===== src/rtl/reset_sequencer.sv =====
// reset_sequencer: orders the release of NUM_STAGES active-low reset domains.
// The sequence is ASSERT (hold all domains in reset for at least HOLD_CYC
// cycles), WAIT_LOCK (wait for a stable PLL lock), RELEASE (release domain k
// STAGE_DLY cycles after domain k-1) and RUN. A system reset request, loss of
// PLL lock or a software request sends the block back to ASSERT and records
// the winning cause.
//
// Optional feature macro: RESET_SEQUENCER_LOCK_TMO_EN
//   When defined, WAIT_LOCK gives up after 1024 cycles, raises the sticky
//   lock_fault output and releases the domains anyway.
module reset_sequencer #(
  parameter int unsigned NUM_STAGES = 4,   // 1..8 reset domains
  parameter int unsigned HOLD_CYC   = 32,  // 1..255 minimum ASSERT length
  parameter int unsigned STAGE_DLY  = 16   // 1..255 cycles between releases
) (
  input  logic                  clk,
  input  logic                  rstn,
  input  logic                  system_reset_n,
  input  logic                  pll_lock,
  input  logic                  sw_reset_req,
  output logic [NUM_STAGES-1:0] rst_n_out,
  output logic                  seq_done,
  output logic                  sw_reset_ack,
  output logic [1:0]            rst_cause
`ifdef RESET_SEQUENCER_LOCK_TMO_EN
  ,
  output logic                  lock_fault
`endif
);

  typedef enum logic [1:0] {
    ST_ASSERT    = 2'b00,
    ST_WAIT_LOCK = 2'b01,
    ST_RELEASE   = 2'b10,
    ST_RUN       = 2'b11
  } state_e;

  localparam logic [1:0] CAUSE_POR  = 2'b00;
  localparam logic [1:0] CAUSE_SW   = 2'b01;
  localparam logic [1:0] CAUSE_SYS  = 2'b10;
  localparam logic [1:0] CAUSE_LOCK = 2'b11;

  // Terminal values of the 8-bit counters; both counters stop or reload at
  // these values, so they can never wrap.
  localparam logic [7:0] HOLD_TERM  = 8'(HOLD_CYC - 1);
  localparam logic [7:0] STAGE_TERM = 8'(STAGE_DLY - 1);
  localparam logic [2:0] LAST_STAGE = 3'(NUM_STAGES - 1);

  // One-hot mask selecting the domain addressed by a stage index.
  function automatic logic [NUM_STAGES-1:0] stage_bit(input logic [2:0] idx);
    logic [NUM_STAGES-1:0] mask;
    mask = '0;
    for (int k = 0; k < int'(NUM_STAGES); k++) begin
      mask[k] = (3'(k) == idx);
    end
    return mask;
  endfunction

  // ---------------------------------------------------------------------
  // State and next-state signals
  // ---------------------------------------------------------------------
  state_e                state_q,     state_d;
  logic [1:0]            sys_sync_q;
  logic [1:0]            lock_sync_q;
  logic [7:0]            hold_cnt_q,  hold_cnt_d;
  logic [7:0]            stage_cnt_q, stage_cnt_d;
  logic [2:0]            stage_idx_q, stage_idx_d;
  logic [NUM_STAGES-1:0] rel_q,       rel_d;
  logic                  lock_seen_q, lock_seen_d;
  logic [1:0]            cause_q,     cause_d;
  logic                  ack_q,       ack_d;
  logic                  done_q,      done_d;

  logic                  sys_s;
  logic                  lock_s;
  logic                  lock_gate_s;
  logic                  evt_lock_s;
  logic                  evt_sys_s;
  logic                  evt_sw_s;
  logic                  evt_any_s;
  logic [1:0]            evt_cause_s;

`ifdef RESET_SEQUENCER_LOCK_TMO_EN
  logic [9:0]            tmo_cnt_q,   tmo_cnt_d;
  logic                  fault_q,     fault_d;
  logic                  gate_q,      gate_d;

  // Lock-loss is only meaningful after lock was actually acquired; after a
  // timeout exit the domains run without a lock, so a low lock is not an event.
  assign lock_gate_s = gate_q;
  assign lock_fault  = fault_q;
`else
  assign lock_gate_s = 1'b1;
`endif

  assign sys_s  = sys_sync_q[1];
  assign lock_s = lock_sync_q[1];

  // Two-flop synchronizers for the asynchronous system reset and lock inputs.
  always_ff @(posedge clk or negedge rstn) begin
    if (!rstn) begin
      sys_sync_q  <= 2'b00;
      lock_sync_q <= 2'b00;
    end else begin
      sys_sync_q  <= {sys_sync_q[0], system_reset_n};
      lock_sync_q <= {lock_sync_q[0], pll_lock};
    end
  end

  // Reset-event detection with lock-loss > system > software priority.
  always_comb begin
    evt_lock_s  = 1'b0;
    evt_sys_s   = 1'b0;
    evt_sw_s    = 1'b0;
    evt_any_s   = 1'b0;
    evt_cause_s = CAUSE_POR;
    if ((state_q == ST_RELEASE) || (state_q == ST_RUN)) begin
      evt_lock_s = lock_gate_s & ~lock_s;
    end else begin
      evt_lock_s = 1'b0;
    end
    if (state_q != ST_ASSERT) begin
      evt_sys_s = ~sys_s;
    end else begin
      evt_sys_s = 1'b0;
    end
    if (state_q == ST_RUN) begin
      evt_sw_s = sw_reset_req;
    end else begin
      evt_sw_s = 1'b0;
    end
    evt_any_s = evt_lock_s | evt_sys_s | evt_sw_s;
    if (evt_lock_s) begin
      evt_cause_s = CAUSE_LOCK;
    end else if (evt_sys_s) begin
      evt_cause_s = CAUSE_SYS;
    end else if (evt_sw_s) begin
      evt_cause_s = CAUSE_SW;
    end else begin
      evt_cause_s = CAUSE_POR;
    end
  end

  // Next-state, counter and output-register logic of the sequencing FSM.
  always_comb begin
    state_d     = state_q;
    hold_cnt_d  = hold_cnt_q;
    stage_cnt_d = stage_cnt_q;
    stage_idx_d = stage_idx_q;
    rel_d       = rel_q;
    cause_d     = cause_q;
    ack_d       = 1'b0;
    lock_seen_d = 1'b0;
`ifdef RESET_SEQUENCER_LOCK_TMO_EN
    tmo_cnt_d   = 10'd0;
    fault_d     = fault_q;
    gate_d      = gate_q;
`endif

    if (evt_any_s) begin
      // Every domain drops on the same edge that enters ASSERT.
      state_d     = ST_ASSERT;
      rel_d       = '0;
      hold_cnt_d  = 8'd0;
      stage_cnt_d = 8'd0;
      stage_idx_d = 3'd0;
      cause_d     = evt_cause_s;
      ack_d       = (evt_cause_s == CAUSE_SW);
    end else begin
      case (state_q)
        ST_ASSERT: begin
          rel_d = '0;
          if (hold_cnt_q == HOLD_TERM) begin
            // Counter parks at terminal until the system request goes away.
            if (sys_s) begin
              state_d    = ST_WAIT_LOCK;
              hold_cnt_d = 8'd0;
            end else begin
              hold_cnt_d = hold_cnt_q;
            end
          end else begin
            hold_cnt_d = hold_cnt_q + 8'd1;
          end
        end

        ST_WAIT_LOCK: begin
          lock_seen_d = lock_s;
          if (lock_s && lock_seen_q) begin
            state_d     = ST_RELEASE;
            stage_cnt_d = 8'd0;
            stage_idx_d = 3'd0;
`ifdef RESET_SEQUENCER_LOCK_TMO_EN
            gate_d      = 1'b1;
          end else if (tmo_cnt_q == 10'd1023) begin
            state_d     = ST_RELEASE;
            stage_cnt_d = 8'd0;
            stage_idx_d = 3'd0;
            fault_d     = 1'b1;
            gate_d      = 1'b0;
          end else begin
            tmo_cnt_d   = tmo_cnt_q + 10'd1;
`else
          end else begin
            state_d     = ST_WAIT_LOCK;
`endif
          end
        end

        ST_RELEASE: begin
          if (stage_cnt_q == STAGE_TERM) begin
            stage_cnt_d = 8'd0;
            rel_d       = rel_q | stage_bit(stage_idx_q);
            if (stage_idx_q == LAST_STAGE) begin
              state_d = ST_RUN;
            end else begin
              stage_idx_d = stage_idx_q + 3'd1;
            end
          end else begin
            stage_cnt_d = stage_cnt_q + 8'd1;
          end
        end

        ST_RUN: begin
          state_d = ST_RUN;
        end

        default: begin
          state_d = ST_ASSERT;
          rel_d   = '0;
        end
      endcase
    end

    done_d = (state_d == ST_RUN);
  end

  // FSM, counters and registered outputs; rstn forces every domain into reset.
  always_ff @(posedge clk or negedge rstn) begin
    if (!rstn) begin
      state_q     <= ST_ASSERT;
      hold_cnt_q  <= 8'd0;
      stage_cnt_q <= 8'd0;
      stage_idx_q <= 3'd0;
      rel_q       <= '0;
      lock_seen_q <= 1'b0;
      cause_q     <= CAUSE_POR;
      ack_q       <= 1'b0;
      done_q      <= 1'b0;
    end else begin
      state_q     <= state_d;
      hold_cnt_q  <= hold_cnt_d;
      stage_cnt_q <= stage_cnt_d;
      stage_idx_q <= stage_idx_d;
      rel_q       <= rel_d;
      lock_seen_q <= lock_seen_d;
      cause_q     <= cause_d;
      ack_q       <= ack_d;
      done_q      <= done_d;
    end
  end

`ifdef RESET_SEQUENCER_LOCK_TMO_EN
  // Lock timeout counter, sticky fault flag and lock-loss qualifier.
  always_ff @(posedge clk or negedge rstn) begin
    if (!rstn) begin
      tmo_cnt_q <= 10'd0;
      fault_q   <= 1'b0;
      gate_q    <= 1'b0;
    end else begin
      tmo_cnt_q <= tmo_cnt_d;
      fault_q   <= fault_d;
      gate_q    <= gate_d;
    end
  end
`endif

  assign rst_n_out    = rel_q;
  assign seq_done     = done_q;
  assign sw_reset_ack = ack_q;
  assign rst_cause    = cause_q;

endmodule


===== config.mk =====
export PLATFORM = sky130hd
export DESIGN_NAME = reset_sequencer
export DESIGN_NICKNAME = d
export VERILOG_FILES = /design/src/rtl/reset_sequencer.sv
export SDC_FILE = /design/constraint.sdc
export NUM_CORES = 1
export LEC_CHECK = 0
export CAP_MARGIN = 0
export CORE_UTILIZATION = 40
export DETAILED_ROUTE_END_ITERATION = 10
export GPL_ROUTABILITY_DRIVEN = 0
export PLACE_DENSITY = 0.6
export RECOVER_POWER = 100
export SLEW_MARGIN = 10
export SYNTH_ARGS = -nofsm -noshare
export SYNTH_HDL_FRONTEND = slang
export SYNTH_SLANG_ARGS = --single-unit

===== constraint.sdc =====
create_clock -name clk -period 3.87 [get_ports clk]
set_input_delay 0.387 -clock clk [delete_from_list [all_inputs] [get_ports clk]]
set_output_delay 0.387 -clock clk [all_outputs]
set_load 0.03 [all_outputs]

==> flow_metrics.tcl <==
set metrics [dict create \
    crit_type "reg2reg" \
    route.detailed.drc 0 \
    grt_use_total_pct 17.1 \
    fin_area_mm2 0.00191 \
    worstPathCellList "nand4b_1, a21oi_1, o21ai_0, a31oi_1" \
    synth-edff-count 0 \
    synth.yosys.seq_area_share_pct 50.5 \
    cts_resized 0 \
    timing.critical_path.buf_inv 0 \
    synthesis.nets 176 \
    die_x_um 66.9 \
    antenna_found_initial 0 \
    cp-start-kind "flop" \
    numCtsBuffers 5 \
    hold_buffers 0 \
    fill_cells 373 \
    die_area_mm2 0.00448 \
    layout-drive-gt1-share_pct 6.11 \
    setup_viol_count_final 0 \
    synth-seq-cells 34 \
    wirelength_um 3300 \
    grt_max_degree 35 \
    min_path_type "reg2reg" \
    cts_sinks 34 \
    layout_setup_ws_ns 1.62 \
    core_mm2 0.00403 \
    syn_area_per_cell_um2 10.3 \
    wire_per_inst_um 14.3 \
    power-per-cell-area_mw_per_mm2 481 \
    synth-main-ff-cell "dfrtp_1" \
    peakVddDrop_mv 0.291 \
    ant_nets 0 \
    hold_viol 0 \
    worst-path-max-fanout 16 \
    status "complete, but fails checks" \
    grt-ovfl-total 0 \
    violations "capacitance limit, slew limit" \
    first_pass_iters 4 \
    port_buffers 12 \
    fin_crit_ns 2.25 \
    syn-instance-count 164 \
    cts_tree "built" \
    finalCritPeriodShare_pct 58.2 \
    die-height_um 66.9 \
    first_iter_violations 119 \
    grt_pass1_wl_um 5580 \
    critical_path.top_delay_family "compound AO/OA/AOI/OAI gates" \
    cts.path.max_buffers 2 \
    leakage_uw 0.000842 \
    hp-start "lock_sync_q[0]$_DFF_PN0_" \
    htree_levels 2 \
    maxSlewHeadroom_pct -20.2 \
    row_count 23 \
    clk_latency_ns 0.28 \
    yosysUniqueCellTypes 41 \
    grt_setup_unrepaired "no" \
    max_freq_mhz 444 \
    drv_cap 1 \
    critPathArrivalTime_ns 2.45 \
    syn-cell-area_mm2 0.00169 \
    place_worst_setup_slack_ns 1.84 \
    postSynth.asyncResetShare_pct 100 \
    placed_area_mm2 0.00185 \
    cp-startpoint "state_q[1]$_DFF_PN0_" \
    yosysWarnings 0 \
    critPathMaxStageDelay_ns 0.66 \
    grt_pass1_vias 1208 \
    skew_ns 0.00603 \
    finalNetCount 192 \
    initial_core_util_pct 41.8 \
    path_clk_slew_ns 0.06 \
    cp_slowest_cell "a21oi_1" \
    cts_root_buffer "clkbuf_8" \
    n_antenna_cell 0 \
    required_ns 4.07 \
    area_delta_synth_final_pct 13.3 \
    dp_hpwl_um 2370 \
    tightestPinTransition_ns 1.80 \
    critPathCaptureType "flop" \
    pin_count 13 \
    cts_setup_buffers 0 \
    vias 1274 \
    finalPower_uw 918 \
    reg2reg_from "state_q[1]$_DFF_PN0_" \
    drv_slew 35 \
    hold-worst-slack_ns 0.351 \
    avgViaCountPerCell 5.54 \
    setup-tns-final_ns 0 \
]
power by group:
part	leakage, µW	switching [µW]	internal [µW]
sequential	0.000452	65.0	400
combinational	0.000351	130	83.6
clock	0.0000383	115	124
total	0.000842	311	607
flip-flops by register name, indices dropped and copies added, names as in the netlist:
| signal | count |
|---|---|
| hold_cnt_q | 8 |
| stage_cnt_q | 8 |
| rst_n_out | 4 |
| stage_idx_q | 3 |
| lock_sync_q | 2 |
| rst_cause | 2 |
| state_q | 2 |
| sys_sync_q | 2 |
| lock_seen_q | 1 |
| seq_done | 1 |
| sw_reset_ack | 1 |
worst reg2reg max path: cells and delay by family, from the launching register on:
kind	cells	cell delay (ns)
DFF	1	0.65
AOI/OAI and AO/OA	3	1.06
and+or+nand+nor	1	0.47
layout by cell type, fill, tap and decap left out, drive strengths merged, types with 4 or more instances in the layout:
master / n
nor2: 11
a22o: 4
nand3: 10
o31ai: 8
a31oi: 5
ha: 7
nand2: 15
dlygate4sd3: 11
or3: 4
clkbuf: 8
inv: 8
nor3: 6
dfrtp: 34
o21ai: 11
a21oi: 8
worst paths after layout:
kind                                              endpoint  slack [ns]  cells after the start
worst min register to register    lock_sync_q[1]$_DFF_PN0_        0.35                      0
min in group asynchronous       stage_cnt_q[1]$_DFFE_PN0P_        1.12                      2
worst min-delay path              lock_sync_q[1]$_DFF_PN0_        0.35                      0
worst max register to register  stage_cnt_q[7]$_DFFE_PN0P_        1.62                      4
worst max-delay path            stage_cnt_q[7]$_DFFE_PN0P_        1.62                      4
max in group asynchronous         rst_n_out[2]$_DFFE_PN0P_        1.71                      2
per-layer routing:
layer	track usage [%]	up-vias	part of all wire, %
met5	0	-	0
met4	5.59	0	1.4
met3	5.65	7	3.5
met2	27.4	21	49
met1	21.5	613	46
li1	-	633	-
through the flow:
| step | std cells | utilization (%) |
|---|---|---|
| final | 230 | 47.4 |
| after global routing | 230 | 47.4 |
| after CTS | 230 | 47.8 |
| after detailed placement | 223 | 45.9 |
| after global placement | 223 | 45.9 |
| after floorplan | 164 | - |
layout make-up:
| class | instances | area (µm²) | share of cell area [%] |
|---|---|---|---|
| clock buffers | 7 | 76.3 | 4.00 |
| inverters | 8 | 30.0 | 1.57 |
| multi-input cells | 118 | 766 | 40.1 |
| flip-flops and latches | 34 | 851 | 44.6 |
| well taps | 50 | 62.6 | 3.28 |
| repair buffers | 13 | 124 | 6.49 |
cells in the mapped netlist (2+ instances only):
library cell	instances	area share [%]
nand2_1	15	3.3
a21oi_1	6	1.8
buf_4	3	1.3
a21bo_2	2	1.2
nor3_1	4	1.2
ha_1	7	5.2
mux2i_1	2	1.2
a21oi_2	2	1.0
o21ai_0	6	1.8
nor3_2	2	1.2
o211ai_1	2	0.89
or3_1	4	1.5
inv_1	7	1.6
o21ai_1	5	1.5
nor2_1	11	2.4
nand3_1	10	3.0
nor3b_1	2	0.89
a22oi_1	2	0.89
xor2_1	2	1.0
dfrtp_1	34	50
o31ai_1	8	3.6
a31oi_1	5	1.9
mux2_1	2	1.3
a22o_1	4	2.1
kinds of logic (layout without fill, tap and decap cells):
family / Yosys count / after routing / share of synthesized area, %
buffers and inverters: 12 / 28 / 3.41
AND/OR/NAND/NOR: 57 / 57 / 17.8
adder cells (fa/ha/maj): 7 / 7 / 5.20
flip-flops: 34 / 34 / 50.5
XOR/XNOR: 2 / 2 / 1.04
multiplexers: 4 / 4 / 2.52
AO/OA/AOI/OAI: 48 / 48 / 19.5
Power figures use the tool's default switching activity.
